[src/rtl/spi_pkg.sv]
// Shared constants and state encoding for the 60-bit SPI frame initiator.
package spi_pkg;

  localparam int SPI_FRAME_BITS  = 60;
  localparam int SPI_CLK_DIV_MIN = 2;

  typedef enum logic [2:0] {
    ST_IDLE  = 3'd0,
    ST_SETUP = 3'd1,
    ST_HIGH  = 3'd2,
    ST_LOW   = 3'd3,
    ST_GAP   = 3'd4
  } spi_state_t;

endpackage

[src/rtl/spi_sclk_div.sv]
// Half-period counter: reloads to CLK_DIV-1 on load, counts down, flags terminal count at zero.
module spi_sclk_div #(
  parameter int CLK_DIV = 4
) (
  input  logic clk,
  input  logic reset_n,
  input  logic load,
  output logic tc
);

  localparam int CW = (CLK_DIV > 2) ? $clog2(CLK_DIV) : 1;
  localparam logic [CW-1:0] RELOAD = CW'(CLK_DIV - 1);

  logic [CW-1:0] cnt;

  always_ff @(posedge clk or negedge reset_n) begin
    if (!reset_n) begin
      cnt <= RELOAD;
    end else if (load) begin
      cnt <= RELOAD;
    end else if (cnt != '0) begin
      cnt <= cnt - CW'(1);
    end
  end

  assign tc = (cnt == '0);

endmodule

[src/rtl/spi_master.sv]
// SPI mode-0 frame initiator: shifts tx_data out MSB-first, captures SPI_SDO, checks the SPI_LDB load strobe.
module spi_master
  import spi_pkg::*;
#(
  parameter int FRAME_BITS = SPI_FRAME_BITS,
  parameter int CLK_DIV    = 4
) (
  input  logic                  clk,
  input  logic                  reset_n,
  input  logic                  start,
  input  logic [FRAME_BITS-1:0] tx_data,
  output logic                  busy,
  output logic                  done,
  output logic [FRAME_BITS-1:0] rx_data,
  output logic                  ldb_err,
  output logic                  SPI_CSB,
  output logic                  SPI_CLK,
  output logic                  SPI_SDI,
  input  logic                  SPI_SDO,
  input  logic                  SPI_LDB,
  output logic [2:0]            state_dbg
);

  localparam int IW  = $clog2(FRAME_BITS);
  localparam int DIV = (CLK_DIV < SPI_CLK_DIV_MIN) ? SPI_CLK_DIV_MIN : CLK_DIV;

  spi_state_t            state;
  logic [FRAME_BITS-1:0] tx_reg;
  logic [FRAME_BITS-1:0] rx_shift;
  logic [IW-1:0]         bit_idx;
  logic [IW-1:0]         nxt_idx;
  logic                  ldb_seen;
  logic                  tc;
  logic                  div_load;
  logic                  sdo_bit;

  // Every non-idle state exits on terminal count, so reloading there covers each state entry.
  assign div_load  = (state == ST_IDLE) || tc;
  assign nxt_idx   = bit_idx - IW'(1);
  assign state_dbg = state;

  // A floating SDO line reads as 0.
  always_comb begin
    sdo_bit = 1'b0;
    if (SPI_SDO == 1'b1) sdo_bit = 1'b1;
  end

  spi_sclk_div #(.CLK_DIV(DIV)) u_div (
    .clk     (clk),
    .reset_n (reset_n),
    .load    (div_load),
    .tc      (tc)
  );

  // Handshake: start is taken only in IDLE with busy low; busy rises the cycle after and
  // stays high through the done cycle. A start seen while busy is dropped, never queued.
  always_ff @(posedge clk or negedge reset_n) begin
    if (!reset_n) begin
      state    <= ST_IDLE;
      busy     <= 1'b0;
      done     <= 1'b0;
      rx_data  <= '0;
      ldb_err  <= 1'b0;
      SPI_CSB  <= 1'b1;
      SPI_CLK  <= 1'b0;
      SPI_SDI  <= 1'b0;
      tx_reg   <= '0;
      rx_shift <= '0;
      bit_idx  <= '0;
      ldb_seen <= 1'b0;
    end else begin
      done <= 1'b0;
      case (state)
        ST_IDLE: begin
          busy <= 1'b0;
          if (start && !busy) begin
            tx_reg  <= tx_data;
            bit_idx <= IW'(FRAME_BITS - 1);
            busy    <= 1'b1;
            SPI_CSB <= 1'b0;
            SPI_CLK <= 1'b0;
            SPI_SDI <= tx_data[FRAME_BITS-1];
            state   <= ST_SETUP;
          end
        end
        ST_SETUP: begin
          if (tc) begin
            SPI_CLK           <= 1'b1;
            rx_shift[bit_idx] <= sdo_bit;
            state             <= ST_HIGH;
          end
        end
        ST_HIGH: begin
          if (tc) begin
            SPI_CLK <= 1'b0;
            SPI_SDI <= (bit_idx != '0) ? tx_reg[nxt_idx] : 1'b0;
            state   <= ST_LOW;
          end
        end
        ST_LOW: begin
          if (tc) begin
            if (bit_idx == '0) begin
              SPI_CSB  <= 1'b1;
              SPI_SDI  <= 1'b0;
              ldb_seen <= 1'b0;
              state    <= ST_GAP;
            end else begin
              SPI_CLK           <= 1'b1;
              bit_idx           <= nxt_idx;
              rx_shift[nxt_idx] <= sdo_bit;
              state             <= ST_HIGH;
            end
          end
        end
        ST_GAP: begin
          if (!SPI_LDB) ldb_seen <= 1'b1;
          if (tc) begin
            done    <= 1'b1;
            rx_data <= rx_shift;
            ldb_err <= ~(ldb_seen | ~SPI_LDB);
            state   <= ST_IDLE;
          end
        end
        default: state <= ST_IDLE;
      endcase
    end
  end

endmodule

[config.mk]
export PLATFORM = sky130hd
export DESIGN_NAME = spi_master
export DESIGN_NICKNAME = d
export VERILOG_FILES = /design/src/rtl/spi_pkg.sv /design/src/rtl/spi_sclk_div.sv /design/src/rtl/spi_master.sv
export SDC_FILE = /design/constraint.sdc
export NUM_CORES = 1
export LEC_CHECK = 0
export CORE_AREA = 4 4 137 139
export DETAILED_ROUTE_END_ITERATION = 8
export DIE_AREA = 0 0 141 143
export DONT_BUFFER_PORTS = 1
export GPL_ROUTABILITY_DRIVEN = 0
export MAX_ROUTING_LAYER = met4
export PLACE_DENSITY = 0.7
export SLEW_MARGIN = 10
export SYNTH_ARGS = -nofsm -noshare
export SYNTH_HDL_FRONTEND = slang
export SYNTH_SLANG_ARGS = --single-unit
[constraint.sdc]
create_clock -name clk -period 3.6 [get_ports clk]
set_input_delay 0.36 -clock clk [delete_from_list [all_inputs] [get_ports clk]]
set_output_delay 0.36 -clock clk [all_outputs]
set_load 0.02 [all_outputs]
Yosys cells after proc, flatten, opt, wreduce, memory -nomap -nowiden
Index checks and enable logic that the tools add are counted.
{"block": "word_totals", "ff_bits": 198, "latchBits": 0, "ram_bits": 0, "mem_bits_ro": 0, "input_bits": 65, "out_inout_bits": 69, "wordCells": 105, "n_memories": 0}
{"block": "classes", "n_addsub": 2, "multipliers": 0, "n_div": 0, "magnitude_cmp": 4, "eq_ne": 12, "shift": 0, "n_mux": 46, "bitwise": 3, "reduce_logical": 25}
{"cell": "$mux 60", "n": 3}
{"cell": "$bwmux 60", "n": 2}
{"cell": "$pmux 60 s2", "n": 1}
{"cell": "$mux 1", "n": 20}
{"cell": "$mux 3", "n": 6}
{"cell": "$mux 6", "n": 3}
{"cell": "$reduce_and 4->1", "n": 4}
{"cell": "$pmux 3 s5", "n": 1}
{"cell": "$lt 6x7->1 const B", "n": 2}
{"cell": "$ne 2x2->1 const B", "n": 7}
{"cell": "$demux 1 s6", "n": 2}
{"cell": "$ge 6x1->1 const B", "n": 2}
{"cell": "$pmux 6 s2", "n": 1}
{"cell": "$reduce_and 5->1", "n": 2}
{"cell": "$reduce_bool 2->1", "n": 5}
{"cell": "$bmux 1 s6", "n": 1}
{"cell": "$eq 3x2->1 const B", "n": 2}
{"cell": "$logic_not 6->1", "n": 1}
{"cell": "$reduce_and 6->1", "n": 1}
{"cell": "$reduce_bool 6->1", "n": 1}
{"cell": "$sub 6x1->6 const B", "n": 1}
{"cell": "$mux 2", "n": 2}
{"cell": "$pmux 1 s2", "n": 2}
{"cell": "$pmux 1 s4", "n": 1}
{"cell": "other kinds (15)", "n": 19}

Depth between registers and ports, before layout
Gate-level depths: netlist of the first run.
{"block": "depth", "word_depth": 9, "ltp_mapped": 12, "ltp_nobuf": 8}

Hierarchy
Synthesis of the first run repeated with hierarchy kept, for this count alone.
{"block": "unflattened", "hier_cells": 794, "area_unflattened_um2": 9532.9}
{"mod": "spi_master", "n_inst": 1, "cells_per_inst": 785, "area_each_um2": 9432.8, "seq_area_each_um2": 4906.0}
{"mod": "spi_sclk_div", "n_inst": 1, "cells_per_inst": 9, "area_each_um2": 100.1, "seq_area_each_um2": 52.6}

Least setup slack after synthesis of the first run
No wires, ideal clock.
{"block": "synth_timing", "kind": "reg-to-reg", "from": "reg bit_idx[1]", "to": "reg SPI_SDI", "setup_time_ns": 0.073, "t_arrival_ns": 2.510, "t_required_ns": 3.527, "slack_ns": 1.017, "stages_incl_launch_ff": 10, "n_path_buf": 1, "synth_period_minus_slack_ns": 2.583, "cell_sequence": "dfrtp_1 -> buf_2 -> inv_1 -> ha_1 -> xor2_4 -> mux4_2 -> nor4_1 -> nor2_1 -> a2111o_1 -> a21oi_2"}
{"block": "synth_via", "elab_chain_cells": 6, "word_cells_on_any_way": 10, "cone_classes": "add/sub: 1; eq/ne: 1; mux: 5; reduce/logical: 3"}
{"element": "start, declared", "line_no": "spi_master.sv:30", "text": "logic [IW-1:0] bit_idx;"}
{"element": "start signal, assigned", "line_no": "spi_master.sv:78", "text": "bit_idx <= IW'(FRAME_BITS - 1);"}
{"element": "start signal, assigned", "line_no": "spi_master.sv:109", "text": "bit_idx <= nxt_idx;"}
{"element": "$sub 6x1->6", "line_no": "spi_master.sv:39", "text": "assign nxt_idx = bit_idx - IW'(1);"}
{"element": "$bmux 1 s6", "line_no": "spi_master.sv:96", "text": "SPI_SDI <= (bit_idx != '0) ? tx_reg[nxt_idx] : 1'b0;"}
{"element": "$mux 1 (implied by the code)", "line_no": "spi_master.sv:96"}
{"element": "$mux 1", "line_no": "spi_master.sv:96"}
{"element": "$mux 1", "line_no": "spi_master.sv:94", "text": "if (tc) begin"}
{"element": "$pmux 1 s3", "line_no": "spi_master.sv:73", "text": "case (state)"}
{"element": "end signal, assigned", "line_no": "spi_master.sv:82", "text": "SPI_SDI <= tx_data[FRAME_BITS-1];"}
{"element": "end signal, assigned", "line_no": "spi_master.sv:96"}
{"element": "end, declared", "line_no": "spi_master.sv:18", "text": "output logic SPI_SDI,"}
Parallel ways exist; a longest one is shown, timed or not. The select of a mux whose other input is x is not followed.
A chain may end at the register's enable or synchronous reset.

Worst setup path after layout of the first run
Ends and elaborated chain as after synthesis.

==> results of run 1 <==
==> per-layer routing <==
layer | routed length, um | vias to the layer above | track usage
met2 | 10100 | 215 | 0.339
li1 | - | 3105 | -
met3 | 1310 | 44 | 0.0496
met5 | 0 | - | -
met4 | 427 | 0 | 0.0678
met1 | 9150 | 3237 | 0.298
==> power by group <==
group          switching, uW  leakage [uW]  total [uW]  internal [uW]
Sequential               297       0.00254        2940           2640
Clock                    875      0.000278        1870            991
Combinational           1160       0.00178        1850            691
Total                   2330       0.00460        6650           4320
==> synth_stat cells, types with 4 or more instances <==
library cell  instances  area (um2)
nand3_1              16        80.1
mux2i_1               5        50.1
buf_1                 4        15.0
o21ai_0              10        50.1
mux2_1                8        90.1
nand3b_1              6        45.0
mux2_2              116        1310
or3_1                 4        25.0
dfrtp_1             195        4880
nand2_1             251         942
mux4_2                4        90.1
nor2_1               55         206
a21oi_1              24         120
o31ai_1               5        37.5
nor3_1               12        60.1
and3_1                4        25.0
buf_2                18        90.1
clkbuf_1             38         143
mux4_1                4         105
o22ai_1              34         213
inv_1                 7        26.3
nand2b_1              4        25.0
a22oi_1              11        82.6
==> through the flow <==
stage,power [uW],setup WS (ns),cell area (um2),hold slack (ns)
detailed placement,4810,0.620,9650,0.0736
CTS,6690,0.540,10200,-0.391
global route,7060,0.333,10200,-0.400
finish,6650,0.553,10200,-0.376
global placement,4770,0.696,9650,0.0769
floorplan,4350,1.02,9520,0.0644
==> final cells by class <==
cell class              instances  area [um2]
inverters                       8        30.0
flip-flops and latches        198        4960
multi-input cells             641        4270
clock inverters                14         143
repair buffers                 15         113
clock buffers                  18         439
well taps                     229         287
fillers                      1495        7420
==> final timing paths <==
kind	from	to	depth (start not counted)
worst max-delay path	bit_idx[1]	SPI_SDI	8
worst min-delay path	reset_n	rx_shift[32]	0
worst max register to register	bit_idx[1]	SPI_SDI	8
worst min register to register	u_div.cnt[0]	u_div.cnt[0]	1
max in group asynchronous	reset_n	u_div.cnt[1]	0
min in group clk	tx_data[53]	tx_reg[53]	2
==> critical path, cell delays in order, from the launching register on <==
cell and delay [ns]:
dfrtp_1 0.54, inv_1 0.16, ha_1 0.55, nand2b_1 0.45, o221ai_1 0.17, a2111oi_0 0.55, nor4_1 0.11, a2111o_1 0.32
a21oi_2 0.13
==> cell families (layout without fill, tap and decap cells) <==
group,after synthesis,after routing
adders and majority gates,2,2
AOI/OAI and AO/OA,116,116
DFF,198,198
muxes,137,137
xor gates and xnor gates,4,4
and+or+nand+nor,382,382
buffers and inverters,72,55
==> reports/metrics.yaml, run 1 <==
layout:
  post-route-util: 0.580
  fin_nets: 948
  drive_gt1_frac: 0.217
  final_cells: 1123
  layout_commonest_cell: "nand2_1"
  area_delta_synth_final_pct: 7.56
  antennaDiodeCount: 0
  final_cell_mix: "nand2_1, dfrtp_1, mux2_2"
global_route:
  grt_antenna_before_repair: 0
  grt_first_pass_wirelength_um: 34500
  grt_max_degree: 199
  grt.total_usage: 0.221
  grt_pass1_vias: 6510
  grt_overflow: 0
placed_design:
  dp_hpwl_um: 14300
  port_buffers: 0
  place_inst: 1091
die:
  initial_utilization: 0.539
  dieArea_um2: 20200
  die_h_um: 143
  dieWidth_um: 141
  row_count: 49
  ios: 134
  core_um2: 17700
route:
  drtPass1Iterations: 5
  wire_per_inst_um: 18.7
  drtIter0Drc: 645
  num_vias: 6601
  viasPerCell: 5.88
  detail-route-antenna-nets: 0
  drcViolationCount: 0
  wl_um: 21000
sta:
  slew_viol_final: 0
  fmax_mhz: 328
  period_minus_slack_ns: 3.05
  slew_headroom: 0.379
  fin_skew_ns: 0.00947
  fin_setup_tns_ns: 0
  grt_setup_unrepaired: "false"
  finalSetupViolCount: 0
  worst_hold_slack_ns: -0.376
  tightest_slew_ns: 0.932
  finalCritPeriodShare: 0.846
  finalHoldViolations: 195
logic_synthesis:
  synthSimpleGateAreaFrac: 0.179
  synth-seq-cells: 198
  synth.avg_cell_area_um2: 10.4
  synth_edf_count: 0
  synth_compound_area_frac: 0.0845
  synth_top_family_by_area: "simple AND/OR/NAND/NOR gates"
  synth_warnings: 0
  syn-num-nets: 978
  async_flop_share: 1.00
  synthXorXnorAreaFrac: 0.00763
  yosysSeqAreaShare: 0.521
  synth-adder-area-share: 0.00263
  syn-cell-area_um2: 9520
  synth.distinct_cells: 73
  synth.area.mux_share: 0.172
  yosys_most_used_dff: "dfrtp_1"
  syn_inst: 911
clocking:
  worstSkewPairLatency_ns: 0.44
  post_cts_resized: 0
  cts_made_buffers: 17
  clk_pin_slew_ns: 0.07
  post_cts_buffers: 0
  clk_path_buf_depth: 2
  htree_levels: 4
  clock_sinks: 198
  clock-root-buffer: "clkbuf_16"
  cts_tree: "yes"
power_and_ir_drop:
  p_per_area_nw_per_um2: 650
  p_leak_uw: 0.00460
  ir_worst_vdd_mv: 0.350
setup_path:
  critPathMaxFanout: 17
  end_kind: "flop"
  reg2reg_slack_ns: 0.55
  path_class: "reg -> reg"
  startpoint_type: "flop"
  cp.arrival_ns: 3.42
  required_ns: 3.97
status:
  status: "finished, violations left"
  violations: "hold timing"
flow_run:
  drv_cap: 0
min_path:
  hp-class: "in -> async"
Power figures use the tool's default switching activity.
==> run 2: changes to the inputs <==
- ABC_AREA: default -> 1
- CORE_AREA: 4 4 137 139 -> 4 4 136 138
- DIE_AREA: 0 0 141 143 -> 0 0 140 142
- PLACE_DENSITY: 0.7 -> 0.73
- clock period: 3.6 -> 2.54 ns (I/O delays scaled with it)
==> run 2 against run 1 <==
  * The flow still finishes with violations (hold timing)
  * Die area decreased by 1.4%
  * First-iteration DRC count increased by 19%
  * Combinational power increased by 65%
  * Wire length increased by 11%
  * Hold slack got worse by 0.10 ns
  * Via count increased by 21%
  * Synthesized cell count increased by 35%
  * Clock-buffer cell count increased by 2
  * Non-clock buffer count increased by 65
  * Setup slack got worse by 0.43 ns
  * Critical path depth increased by 2
  * Total power increased by 45%
  * Largest cell class unchanged
  * Highest routed layer unchanged
==> reports/metrics.yaml, run 2 <==
status:
  status: "finished, violations left"
  violations: "hold timing"
power_and_ir_drop:
  p_per_area_nw_per_um2: 893  # +37%
  power.switching_uw: 3550  # +52%
  clkPwrFrac: 0.273  # -0.007
  p_leak_uw: 0.00574  # +25%
  ir_worst_vdd_mv: 0.573  # +64%
  pwr-share-comb: 0.316  # +0.038
  p_seq_frac: 0.411  # -0.031
  intPower_uw: 6120  # +42%
  switching_share: 0.367  # +0.0167
logic_synthesis:
  synth.distinct_cells: 30  # -59%
  yosysSeqAreaShare: 0.526  # +0.00519
  synth.avg_cell_area_um2: 7.64  # -27%
  syn-num-nets: 1300  # +33%
  syn-cell-area_um2: 9420  # -0.99%
  synth_edf_count: 0  # unchanged
  synth_top_area_cell: "dfrtp_1"
  synth.top_cell.area_share: 0.518  # +0.00511
  synth_most_common_cell: "nand2_1"
  synth_warnings: 0  # unchanged
  ys_top_cells_by_area: "dfrtp_1, nand2_1, inv_1, o21ai_0, o22ai_1"
  synth_commonest_cells: "nand2_1, dfrtp_1, inv_1"
  synth-seq-cells: 198  # unchanged
  syn_inst: 1233  # +35%
  yosys_most_used_dff: "dfrtp_1"
  async_flop_share: 1.00  # unchanged
setup_path:
  path_cells: "inv_1 -> ha_1 -> nand3_2 -> xor2_1 -> nor2_1 -> nand2_1 -> o22ai_1 -> nand2_1 -> o21ai_1 -> inv_1"
  critPathSlowestCell: "dfrtp_1"
  cp.arrival_ns: 2.74  # -0.68 ns
  end_kind: "flop"
  startpoint_type: "flop"
  path_class: "reg -> reg"
  critPathMaxStageDelay_ns: 0.38  # -0.17 ns
  critPathMaxFanout: 9  # -8
  required_ns: 2.87  # -1.10 ns
global_route:
  grt_use_met2: 0.386  # +0.0470
  grt_max_degree: 199  # unchanged
  grt_pass1_vias: 7612  # +17%
  grt_use_met1: 0.319  # +0.0208
  grt.total_usage: 0.246  # +0.0247
  grt_overflow: 0  # unchanged
  grt-busiest-layer: "met2"
  grt_first_pass_wirelength_um: 38400  # +11%
  gr-usage-met3: 0.0507  # +0.00117
  grt_antenna_before_repair: 1  # +1
route:
  wire_per_inst_um: 15.4  # -18%
  detail-route-antenna-nets: 0  # unchanged
  drtIter0Drc: 770  # +19%
  num_vias: 8005  # +21%
  wl_um: 23300  # +11%
  drcViolationCount: 0  # unchanged
  drtPass1Iterations: 6  # +1
  viasPerCell: 5.29  # -10%
clocking:
  clock-root-buffer: "clkbuf_16"
  cts_made_buffers: 17  # unchanged
  cts_hold_buf: 61
  clk_path_buf_depth: 2  # unchanged
  worstSkewPairLatency_ns: 0.43  # about the same
  clk_pin_slew_ns: 0.07  # about the same
  cts_tree: "yes"
  htree_levels: 4  # unchanged
  clock_sinks: 198  # unchanged
sta:
  tightest_slew_ns: 0.631  # -0.301 ns
  finalHoldViolations: 198  # +1.5%
  fin_setup_tns_ns: 0  # unchanged
  fmax_mhz: 414  # +26%
  finalSetupViolCount: 0  # unchanged
  period_minus_slack_ns: 2.42  # -0.631 ns
  fin_skew_ns: 0.0141  # +0.00464 ns
  slew_viol_final: 0  # unchanged
  slew_headroom: 0.576  # +0.198
  worst_hold_slack_ns: -0.480  # -0.104 ns
  finalCritPeriodShare: 0.951  # +0.105
layout:
  post-route-util: 0.631  # +0.0509
  layout_commonest_cell: "nand2_1"
  drive_gt1_frac: 0.0559  # -0.161
  area_delta_synth_final_pct: 15.0
  ff_latch_area_um2: 4960  # unchanged
  fin_nets: 1341  # +41%
  multiInputGateArea_um2: 3550  # -17%
  final_cells: 1513  # +35%
  final_cell_mix: "nand2_1, dfrtp_1, inv_1"
  fin_area_um2: 10800  # +5.8%
  fillCellCount: 1458  # -2.5%
die:
  core_um2: 17200  # -2.7%
  dieArea_um2: 19900  # -1.4%
  row_count: 48  # -2.0%
  die_h_um: 142  # -0.70%
  ios: 134  # unchanged
  initial_utilization: 0.549  # +0.00961
  dieWidth_um: 140  # -0.71%
placed_design:
  port_buffers: 0  # unchanged
  dp_hpwl_um: 14600  # +1.6%
  place_inst: 1418  # +30%
  place_area_um2: 9610  # -0.51%
min_path:
  hp-class: "in -> async"
flow_run:
  drv_cap: 0  # unchanged
## run 2: cell count changes after synthesis, sizes merged, moves of 5 or more
cell / delta
o21ai: +169
mux2i: -5
or3: -5
nand2: +197
mux2: -124
o31ai: -5
nand3: +15
mux4: -8
o22ai: +20
nand3b: -6
a22oi: -7
a21oi: -19
nor2: -12
inv: +171
## run 2: critical path: cells and delay by family, from the launching register on
kind            cells  cell delay, ns
fa+ha+maj           1            0.27
buf+inv             2            0.28
simple gates        4            0.83
xor+xnor            1            0.18
flops               1            0.38
compound gates      2            0.38
## run 2: layout make-up
class,instances,area share
Antenna cell,1,0.000231
Multi-Input combinational cell,798,0.327
Tap cell,225,0.0260
Timing Repair Buffer,80,0.0735
Inverter,179,0.0620
Clock inverter,12,0.0110
Sequential cell,198,0.458
Clock buffer,20,0.0422
## run 2: through the flow
stage | total power (uW) | setup WS (ns)
floorplan | 6200 | 0.253
global placement | 6870 | 0.302
detailed placement | 6940 | 0.252
CTS | 9680 | 0.224
global route | 10400 | -0.00311
finish | 9670 | 0.124
## run 2: what timing repair did
action	4_1_cts	5_1_grt
resized for setup	0	2
endpoints found under the hold margin	318	198
setup endpoints to repair	0	13
buffers inserted	0	1
## run 2: kinds of logic after synthesis
kind of cell / synth area share
compound gates: 0.141
xor+xnor: 0.00186
fa+ha+maj: 0.00266
buf+inv: 0.0988
flops: 0.526
simple gates: 0.230
## run 2: per-layer routing
layer | share of wire | vias to the layer above
met1 | 0.43 | 3656
met5 | 0 | -
met2 | 0.47 | 324
met3 | 0.075 | 53
li1 | - | 3972
met4 | 0.024 | 0
## run 2: final timing paths
check	cells past startpoint	end	slack, ns	start
min in group clk	2	ldb_err	0.01	SPI_LDB
worst max register to register	10	rx_shift[34]	0.12	bit_idx[0]
worst max-delay path	10	rx_shift[34]	0.12	bit_idx[0]
worst min-delay path	0	tx_reg[17]	-0.48	reset_n
worst min register to register	1	ldb_err	0.46	ldb_seen
max in group asynchronous	0	u_div.cnt[1]	2.69	reset_n
## run 2: power by group through the flow
stage / clock network [uW] / logic [uW] / registers (uW)
finish: 2640 / 3050 / 3980
global route: 2830 / 3500 / 4040
CTS: 2690 / 3010 / 3970
detailed placement: 0 / 2900 / 4030
global placement: 0 / 2850 / 4010
floorplan: 0 / 2190 / 4010
